### src/rtl/csa_accumulator.sv
// Carry-save accumulator: one 3:2 compression per accepted term, closed pair held for the KSA.
// Pair valid the cycle after the closing beat; in_ready drops while a pair is held (one bubble per group).
module csa_accumulator #(
   parameter int WIDTH     = 8,
   parameter int MAX_TERMS = 16,
   parameter int ACC_WIDTH = WIDTH + $clog2(MAX_TERMS),
   parameter int CNT_WIDTH = $clog2(MAX_TERMS + 1)
) (
   input  logic                 clk,
   input  logic                 rst,
   input  logic                 in_valid,
   output logic                 in_ready,
   input  logic [WIDTH-1:0]     in_data,
   input  logic                 in_last,
   output logic                 out_valid,
   input  logic                 out_ready,
   output logic [ACC_WIDTH-1:0] out_sum,
   output logic [ACC_WIDTH-1:0] out_carry,
   output logic [CNT_WIDTH-1:0] out_count,
   output logic                 out_trunc
);

   typedef enum logic {ACCUM = 1'b0, HOLD = 1'b1} state_t;

   localparam logic [CNT_WIDTH-1:0] CAP = CNT_WIDTH'(MAX_TERMS);

   state_t               state;
   logic [ACC_WIDTH-1:0] d_ext;
   logic [ACC_WIDTH-1:0] sum_nxt;
   logic [ACC_WIDTH-1:0] maj;
   logic [ACC_WIDTH-1:0] carry_nxt;
   logic [CNT_WIDTH-1:0] cnt_nxt;
   logic                 accept;
   logic                 cap_hit;

   assign in_ready  = (state == ACCUM);
   assign out_valid = (state == HOLD);
   assign accept    = in_valid && in_ready;

   assign d_ext     = {{(ACC_WIDTH-WIDTH){1'b0}}, in_data};
   assign sum_nxt   = out_sum ^ out_carry ^ d_ext;
   assign maj       = (out_sum & out_carry) | (out_sum & d_ext) | (out_carry & d_ext);
   // Carry weight is one bit higher; the MSB carry cannot be set for in-range groups.
   assign carry_nxt = {maj[ACC_WIDTH-2:0], 1'b0};
   assign cnt_nxt   = out_count + CNT_WIDTH'(1);
   assign cap_hit   = (cnt_nxt == CAP);

   always_ff @(posedge clk) begin
      if (rst) begin
         state     <= ACCUM;
         out_sum   <= '0;
         out_carry <= '0;
         out_count <= '0;
         out_trunc <= 1'b0;
      end else begin
         case (state)
            ACCUM: begin
               if (accept) begin
                  out_sum   <= sum_nxt;
                  out_carry <= carry_nxt;
                  out_count <= cnt_nxt;
                  if (in_last || cap_hit) begin
                     state     <= HOLD;
                     out_trunc <= cap_hit && !in_last;
                  end
               end
            end
            HOLD: begin
               if (out_ready) begin
                  state     <= ACCUM;
                  out_sum   <= '0;
                  out_carry <= '0;
                  out_count <= '0;
                  out_trunc <= 1'b0;
               end
            end
            default: state <= ACCUM;
         endcase
      end
   end

endmodule

### config.mk
export PLATFORM = sky130hd
export DESIGN_NAME = csa_accumulator
export DESIGN_NICKNAME = d
export VERILOG_FILES = /design/src/rtl/csa_accumulator.sv
export SDC_FILE = /design/constraint.sdc
export NUM_CORES = 1
export LEC_CHECK = 0
export ABC_AREA = 1
export CORE_ASPECT_RATIO = 0.75
export CORE_MARGIN = 4
export CORE_UTILIZATION = 44
export CTS_CLUSTER_SIZE = 25
export DETAILED_ROUTE_END_ITERATION = 12
export PLACE_DENSITY = 0.85
export SETUP_SLACK_MARGIN = 0.5
export SKIP_CTS_REPAIR_TIMING = 1
export SLEW_MARGIN = 10
export SYNTH_ARGS = -nofsm -noshare
export SYNTH_HDL_FRONTEND = slang
export SYNTH_SLANG_ARGS = --single-unit
export TNS_END_PERCENT = 10
### constraint.sdc
create_clock -name clk -period 1.5 [get_ports clk]
set_clock_uncertainty 0.2 [all_clocks]
set_input_delay 0.225 -clock clk [delete_from_list [all_inputs] [get_ports clk]]
set_output_delay 0.225 -clock clk [all_outputs]
set_load 0.01 [all_outputs]
======== Yosys cells after proc, flatten, opt, wreduce, memory -nomap -nowiden ========
Index checks and enable logic that the tools add are counted.
word-level totals
  register bits after elaboration ......... 31
  latch bits .............................. 0
  bits in writable memories ............... 0
  ROM bits ................................ 0
  output and inout port bits .............. 32
  word-level logic and storage cells ...... 40
  memories ................................ 0
operators by class
  add/subtract/negate cells ............... 1
  $mul .................................... 0
  div/mod/pow operators ................... 0
  magnitude comparators ................... 0
  equality and inequality tests ........... 4
  shift operators ......................... 0
  mux-type cells .......................... 16
  bitwise logic cells ..................... 8
  reduce and logical (&&, ||, !) cells .... 6
operators with widths
  cell                   number
  $pmux W12 S2           2
  $mux W12               3
  $and A11 B8 Y11        2
  $or A11 B11 Y11        2
  $xor A12 B12 Y12       1
  $xor A12 B8 Y12        1
  $and A11 B11 Y11       1
  $mux W5                2
  $pmux W5 S2            1
  $mux W1                6
  $add A5 B1 Y5 const B  1
  $eq A5 B5 Y1 const B   1
  $ne A2 B1 Y1 const B   2
  $pmux W1 S2            2
  $reduce_and A3 Y1      1
  $logic_and A1 B1 Y1    2
  $ne A2 B2 Y1 const B   1
  $reduce_and A2 Y1      1
  $logic_not A1 Y1       1
  $logic_or A1 B1 Y1     1
  $not A1 Y1             1

======== Depth between registers and ports, before layout ========
Gate-level depths: netlist of run 1.
  depth in word-level cells ............... 6
  depth in mapped cells ................... 7
  mapped depth without buffers ............ 7

======== Least setup slack after synthesis of run 1 ========
No wires, ideal clock.
  kind .................................... reg-to-reg
  start point ............................. register out_count[0]
  end point ............................... register state (netlist: out_valid)
  data arrival time ....................... 1.087 ns
  required time ........................... 1.230 ns
  path slack .............................. 0.142 ns
  stages on the path, launching flop included .. 8
  period minus slack after synthesis ...... 1.358 ns
  cell sequence ........................... dfxtp_1 -> ha_1 -> nand3_1 -> nand2_1 -> nand2_1 -> nor2_2 -> nand2_1 -> a21oi_1
between the ends
  word-level cells in the longest chain between the ends .. 6
RTL lines
  element                 RTL line  text
  start, declared         19        output logic [CNT_WIDTH-1:0] out_count,
  start signal, assigned  61        out_count <= cnt_nxt;
  $add A5 B1 Y5           45        assign cnt_nxt = out_count + CNT_WIDTH'(1);
  $eq A5 B5 Y1            46        assign cap_hit = (cnt_nxt == CAP);
  $logic_or A1 B1 Y1      62        if (in_last || cap_hit) begin
  $mux W1                 62
  $mux W1                 58        if (accept) begin
  $pmux W1 S2             56        case (state)
  end signal, assigned    63        state <= HOLD;
  end signal, assigned    70        state <= ACCUM;
  end signal, assigned    77        default: state <= ACCUM;
  end, declared           27        state_t state;
Every way passes these cells.
A chain may end at the register's enable or synchronous reset.

======== Final worst setup path of run 1 ========
  start point ............................. input in_data[7]
  end point ............................... register out_sum[7]
between the ends
  word-level cells in the longest chain between the ends .. 3
RTL lines
  element               RTL line  text
  start, declared       13        input logic [WIDTH-1:0] in_data,
  $xor A12 B8 Y12       41        assign sum_nxt = out_sum ^ out_carry ^ d_ext;
  $mux W12              58
  $pmux W12 S2          56
  end signal, assigned  59        out_sum <= sum_nxt;
  end, declared         17        output logic [ACC_WIDTH-1:0] out_sum,
Every way passes these cells. The select of a mux whose other input is x is not followed.

==> flow_summary_export.csv, run 1 <==
group,metric,value,unit
cells_and_area,antenna_cells,0,
grt,grt_first_pass_wirelength,5350,um
grt,grt_max_degree,26,
clock_network,clockRootBuffer,"clkbuf_8",
place,hpwlAfterDp,2160,um
timing,max_freq,725,MHz
synth,synth_area_per_cell,8.34,sq um
drt,wl_per_cell,12.4,um
grt,grt-ovfl-total,0,
critical_path,cp.required,1500,ps
synth,syn_area,0.00136,sq mm
hold_path,hp-class,"in2reg",
critical_path,path_buf_inv,1,
place,gp_congestion,0.736,
drt,final_antenna_net_count,0,
synth,synth.top_cell.area_share,0.442,
synth,yosysMostFrequentCell,"nand2_1",
status,status,"completed",
synth,synth_area_leader_cell,"dfxtp_1",
synth,synth-edff-count,0,
cells_and_area,final_util,0.698,
synth,synth_top_flop_cell,"dfxtp_1",
grt,antenna_found_initial,0,
drt,dr.pass1.iters,4,
critical_path,crit_type,"in2reg",
pwr,pwr-share-comb,0.153,
synth,syn_inst,163,
clock_network,cts_max_level,2,
grt,first_global_vias,1231,
cells_and_area,final_cell_count_no_fill,251,
hold_path,hold_path_end,"out_carry[7]",
critical_path,worstPathCellList,"clkdlybuf4s50_1 -> fa_1 -> nand2_1 -> a21oi_1",
clock_network,cts-buffers-inserted,5,
drt,via_per_inst,4.96,
hold_path,min_path_cells,4,
timing,fin_crit_sh,0.920,
critical_path,start_kind,"input port",
pwr,p_clk_frac,0.349,
clock_network,insertion_delay,270,ps
clock_network,clock_path_buffers,2,
pwr,p_leak,1.24,nW
floorplanning,row_count,17,
critical_path,cp_slowest_stage_delay,540,ps
floorplanning,core_area,0.00296,sq mm
floorplanning,die_area,0.00405,sq mm
job,cap_violations,0,
pwr,ir_drop,0.634,mV
drt,first_iter_violations,51,
grt,grt_use_total,0.166,
timing,drv_slew,0,
pwr,switchingPower,0.451,mW
critical_path,r2r-end,"out_trunc",
synth,synthesis.nets,188,
critical_path,cp-end-kind,"flop",
critical_path,crit_fanout,1,
drt,drc,0,
cells_and_area,drive_above_1_share,0.202,
critical_path,reg2reg_depth,7,
pwr,seq_power_share,0.498,
pwr,p_int,1.28,mW
timing,hold_viol_final,0,
floorplanning,fp.dieW,72.2,um
synth,seq_area_frac_synth,0.442,
timing,fin_crit,1380,ps
synth,synth_area_leaders,"dfxtp_1 (44%), nand2_1 (16%), a21oi_1 (11%), fa_1 (10%), ha_1 (4.6%)",
timing,setup_violations,0,
synth,synth_cell_types,23,
floorplanning,die_h,56.2,um
critical_path,worstReg2RegStart,"out_count[0]",
pwr,powerDensity,838,mW/mm^2
cells_and_area,area_growth,51.8,%
timing,rsz0062_at_grt,"true",
critical_path,crit_slowest_cell,"fa_1",
clock_network,numClockSinks,30,
synth,async_reset_ff_frac,0,
floorplanning,pin_count,45,
drt,drt-total-wl,3120,um
critical_path,crit_arrival,1380,ps
critical_path,cp_top_family,"adder cells",
cells_and_area,nNetsFinal,237,
place,dp_cells,243,
synth,yosys_warnings,0,
clock_network,path_clk_slew,60,ps
critical_path,ff2ff_setup_slack,170,ps
clock_network,cts_tree,"built",
drt,vias,1246,
synth,synth_commonest_cells,"nand2_1 (59), dfxtp_1 (30), a21oi_1 (29)",
floorplanning,initial_core_util,0.460,
hold_path,hp-start,"in_data[6]",
pwr,swShare,0.261,
place,port_buffers,43,
synth,synth_seq_cells,30,
state kept, by name (all words and copies together), names as in the netlist:
signal,count
out_carry,11
out_count,5
out_trunc,1
out_valid,1
out_sum,12
metal layers:
layer  track usage  wire, um
met4        0.0670        35
met3        0.0704       256
met5             0         0
met2         0.233      1350
met1         0.221      1480
final cells by class:
cell class / count / area (sq um)
timing repair buffer: 50 / 564
sequential: 30 / 639
clock inverter: 2 / 8.76
multi-input combinational: 117 / 697
fill: 238 / 892
inverter: 8 / 35.0
tap: 38 / 47.5
clock buffer: 6 / 72.6
placed cells by master, fill, tap and decap left out, types with 2 or more instances in the layout:
cell type,count
nand2_1,58
dlymetal6s2s_1,28
a21oi_1,27
dfxtp_1,15
clkdlybuf4s50_1,11
dfxtp_4,8
fa_1,7
dfxtp_2,7
buf_4,6
inv_1,5
clkbuf_8,5
ha_1,4
nor2_1,3
o21ai_0,3
buf_6,3
inv_2,2
nand2_4,2
a21oi_2,2
metrics by stage:
step | cell area [sq um] | worst slack (ps) | power [mW] | setup TNS (ps) | hold WS [ps]
floorplan | 1400 | 245 | 1.02 | 0 | 233
global placement | 1890 | -135 | 1.15 | -2080 | 254
detailed placement | 1890 | -199 | 1.15 | -2400 | 256
CTS | 1970 | -174 | 1.76 | -3560 | 266
global route | 2060 | 81.4 | 1.81 | 0 | 292
finish | 2060 | 120 | 1.73 | 0 | 235
how the worst max path moves through the flow:
stage / start / endpoint / depth (start not counted)
2_1_floorplan: out_sum[1] / out_sum[1] / 3
5_1_grt: out_count[0] / out_valid / 7
3_3_place_gp: in_data[7] / out_sum[7] / 4
4_1_cts: out_count[3] / out_count[3] / 1
3_5_place_dp: in_data[6] / out_sum[6] / 4
6_report: in_data[7] / out_sum[7] / 4
worst register-to-register path: stages, from the launching register on:
cell and delay, ps:
dfxtp_4 380, ha_4 140, nand3_2 80, nand2_1 70, nand2_1 60, nor2_2 140, nand2_2 80, a21oi_1 110
logic make-up after synthesis:
kind of cell | Yosys count | share of synthesized area
AND/OR/NAND/NOR | 70 | 0.213
AO/OA/AOI/OAI | 34 | 0.128
flip-flops | 30 | 0.442
buffers and inverters | 16 | 0.0662
adder cells (fa/ha/maj) | 12 | 0.149
other | 1 | 0.00276
power by group through the flow:
stage          clock network, mW  logic [mW]  registers (mW)
5_1_grt                    0.650       0.295           0.867
2_1_floorplan                  0       0.129           0.892
4_1_cts                    0.621       0.272           0.865
3_5_place_dp                   0       0.271           0.882
6_report                   0.603       0.265           0.861
3_3_place_gp                   0       0.265           0.881
Note: power is estimated with default switching activity, not from simulation.
==> inputs of run 2 (changes only) <==
Settings changed: CORE_MARGIN 4 to not set, HOLD_SLACK_MARGIN set to 0.12.
==> run 2 against run 1 <==
Net effect:
- sequential share of layout area fell by 0.50 points
- global-route usage grew 3.2 points
- count of clock-buffer cells in the layout is 1 higher
- first-iteration DRC count shrank 47%
- via count down 2.1%
- clock power up 11%
- critical path depth unchanged
- utilization is 1.5 points higher
- setup slack gained 26 ps
- combinational power increased by 4%
- final cell count up 0.80%
- hold slack improved by 3.3 ps
==> flow_summary_export.csv, run 2 (same netlist as run 1, synthesis figures left out) <==
group,metric,value,unit
status,status,"completed",
timing,rsz0062_at_grt,"true",
cells_and_area,final_util,0.714,
timing,fin_crit_sh,0.903,
place,port_buffers,43,
timing,max_freq,739,MHz
clock_network,numClockSinks,30,
pwr,swShare,0.260,
floorplanning,die_area,0.00332,sq mm
pwr,powerDensity,864,mW/mm^2
pwr,switchingPower,0.470,mW
critical_path,crit_type,"in2reg",
cells_and_area,antenna_cells,0,
timing,drv_slew,0,
cells_and_area,final_cell_mix,"nand2_1 (59), dlymetal6s2s_1 (28), a21oi_1 (26)",
drt,vias,1220,
drt,wl_per_cell,12.2,um
cells_and_area,nNetsFinal,239,
grt,use_met2,0.274,
pwr,ir_drop,0.574,mV
drt,first_iter_violations,27,
cells_and_area,drive_above_1_share,0.219,
cells_and_area,area_growth,54.0,%
grt,grt_use_met1,0.266,
floorplanning,core_area,0.00294,sq mm
critical_path,start_kind,"input port",
drt,drc,0,
pwr,seq_power_share,0.478,
grt,grt_use_total,0.198,
grt,use_met3,0.0705,
grt,grt_max_degree,26,
floorplanning,initial_core_util,0.463,
cells_and_area,final_cell_area,0.00209,sq mm
floorplanning,pin_count,45,
timing,hold_viol_final,0,
critical_path,crit_fanout,1,
cells_and_area,top_regs,"out_sum (12), out_carry (11), out_count (5)",
critical_path,crit_arrival,1370,ps
critical_path,cp-end-kind,"flop",
drt,drt-total-wl,3100,um
place,postPlaceCellArea,0.00190,sq mm
clock_network,cts_tree,"built",
place,hpwlAfterDp,2070,um
grt,antenna_found_initial,0,
clock_network,path_clk_slew,60,ps
cells_and_area,mostFrequentLayoutCell,"nand2_1",
floorplanning,fp.dieW,66.2,um
clock_network,insertion_delay,280,ps
job,cap_violations,0,
pwr,p_int,1.34,mW
critical_path,ff2ff_setup_slack,190,ps
cells_and_area,largest_reg_flops,12,
cells_and_area,top_register,"out_sum",
timing,fin_crit,1350,ps
pwr,pwr-share-comb,0.153,
clock_network,clockRootBuffer,"clkbuf_8",
grt,first_global_vias,1072,
drt,final_antenna_net_count,0,
floorplanning,row_count,17,
floorplanning,die_h,50.2,um
hold_path,hp-class,"in2reg",
clock_network,cts_max_level,2,
drt,dr.pass1.iters,4,
grt,grt_first_pass_wirelength,4780,um
grt,grt-ovfl-total,0,
place,gp_congestion,0.734,
pwr,p_leak,1.27,nW
timing,setup_violations,0,
grt,grt_most_used_layer,"met2",
drt,via_per_inst,4.82,
critical_path,cp.required,1510,ps
clock_network,cts-buffers-inserted,5,
pwr,p_clk_frac,0.369,
clock_network,clock_path_buffers,2,
-- run 2: worst max-delay path, cell delays in order --
cell	delay (ps)
clkdlybuf4s50_1	430
fa_1	540
nand2_1	50
a21oi_1	130
-- run 2: worst paths after layout --
path / start / endpoint / cells past startpoint
worst max-delay path: in_data[7] / out_sum[7] / 4
worst min-delay path: in_data[2] / out_sum[2] / 4
worst max register to register: out_sum[4] / out_sum[4] / 3
worst min register to register: out_trunc / out_trunc / 2
-- run 2: cell type report --
cell class                 count  area, sq um
clock inverter                 1         5.00
tap                           38         47.5
clock buffer                   7         86.3
timing repair buffer          52          587
inverter                       8         37.5
multi-input combinational    117          693
fill                         234          841
sequential                    30          638
-- run 2: power by group through the flow --
stage          logic [mW]  registers [mW]  clock network (mW)
2_1_floorplan       0.129           0.892                   0
3_3_place_gp        0.268           0.881                   0
3_5_place_dp        0.272           0.882                   0
4_1_cts             0.274           0.865               0.681
5_1_grt             0.307           0.869               0.726
6_report            0.276           0.865               0.668
-- run 2: metal layers --
metal | share of wire | vias to the layer above
met5 | 0 | -
met4 | 0.018 | 0
met3 | 0.064 | 5
met2 | 0.44 | 34
met1 | 0.48 | 554
li1 | - | 627
-- run 2: metrics by stage --
stage	TNS, ps	hold WS (ps)	setup WS [ps]	power [mW]	std cells
global placement	-1830	251	-139	1.15	244
floorplan	0	233	245	1.02	163
global route	0	292	76.9	1.90	253
detailed placement	-2370	258	-174	1.15	244
CTS	-3700	271	-168	1.82	252
finish	0	239	146	1.81	253
==> inputs of run 3 (changes only) <==
Settings changed: CAP_MARGIN set to 20.
==> results of run 3 <==
Same layout as run 2: the final DEF is identical, and so are final timing and power.
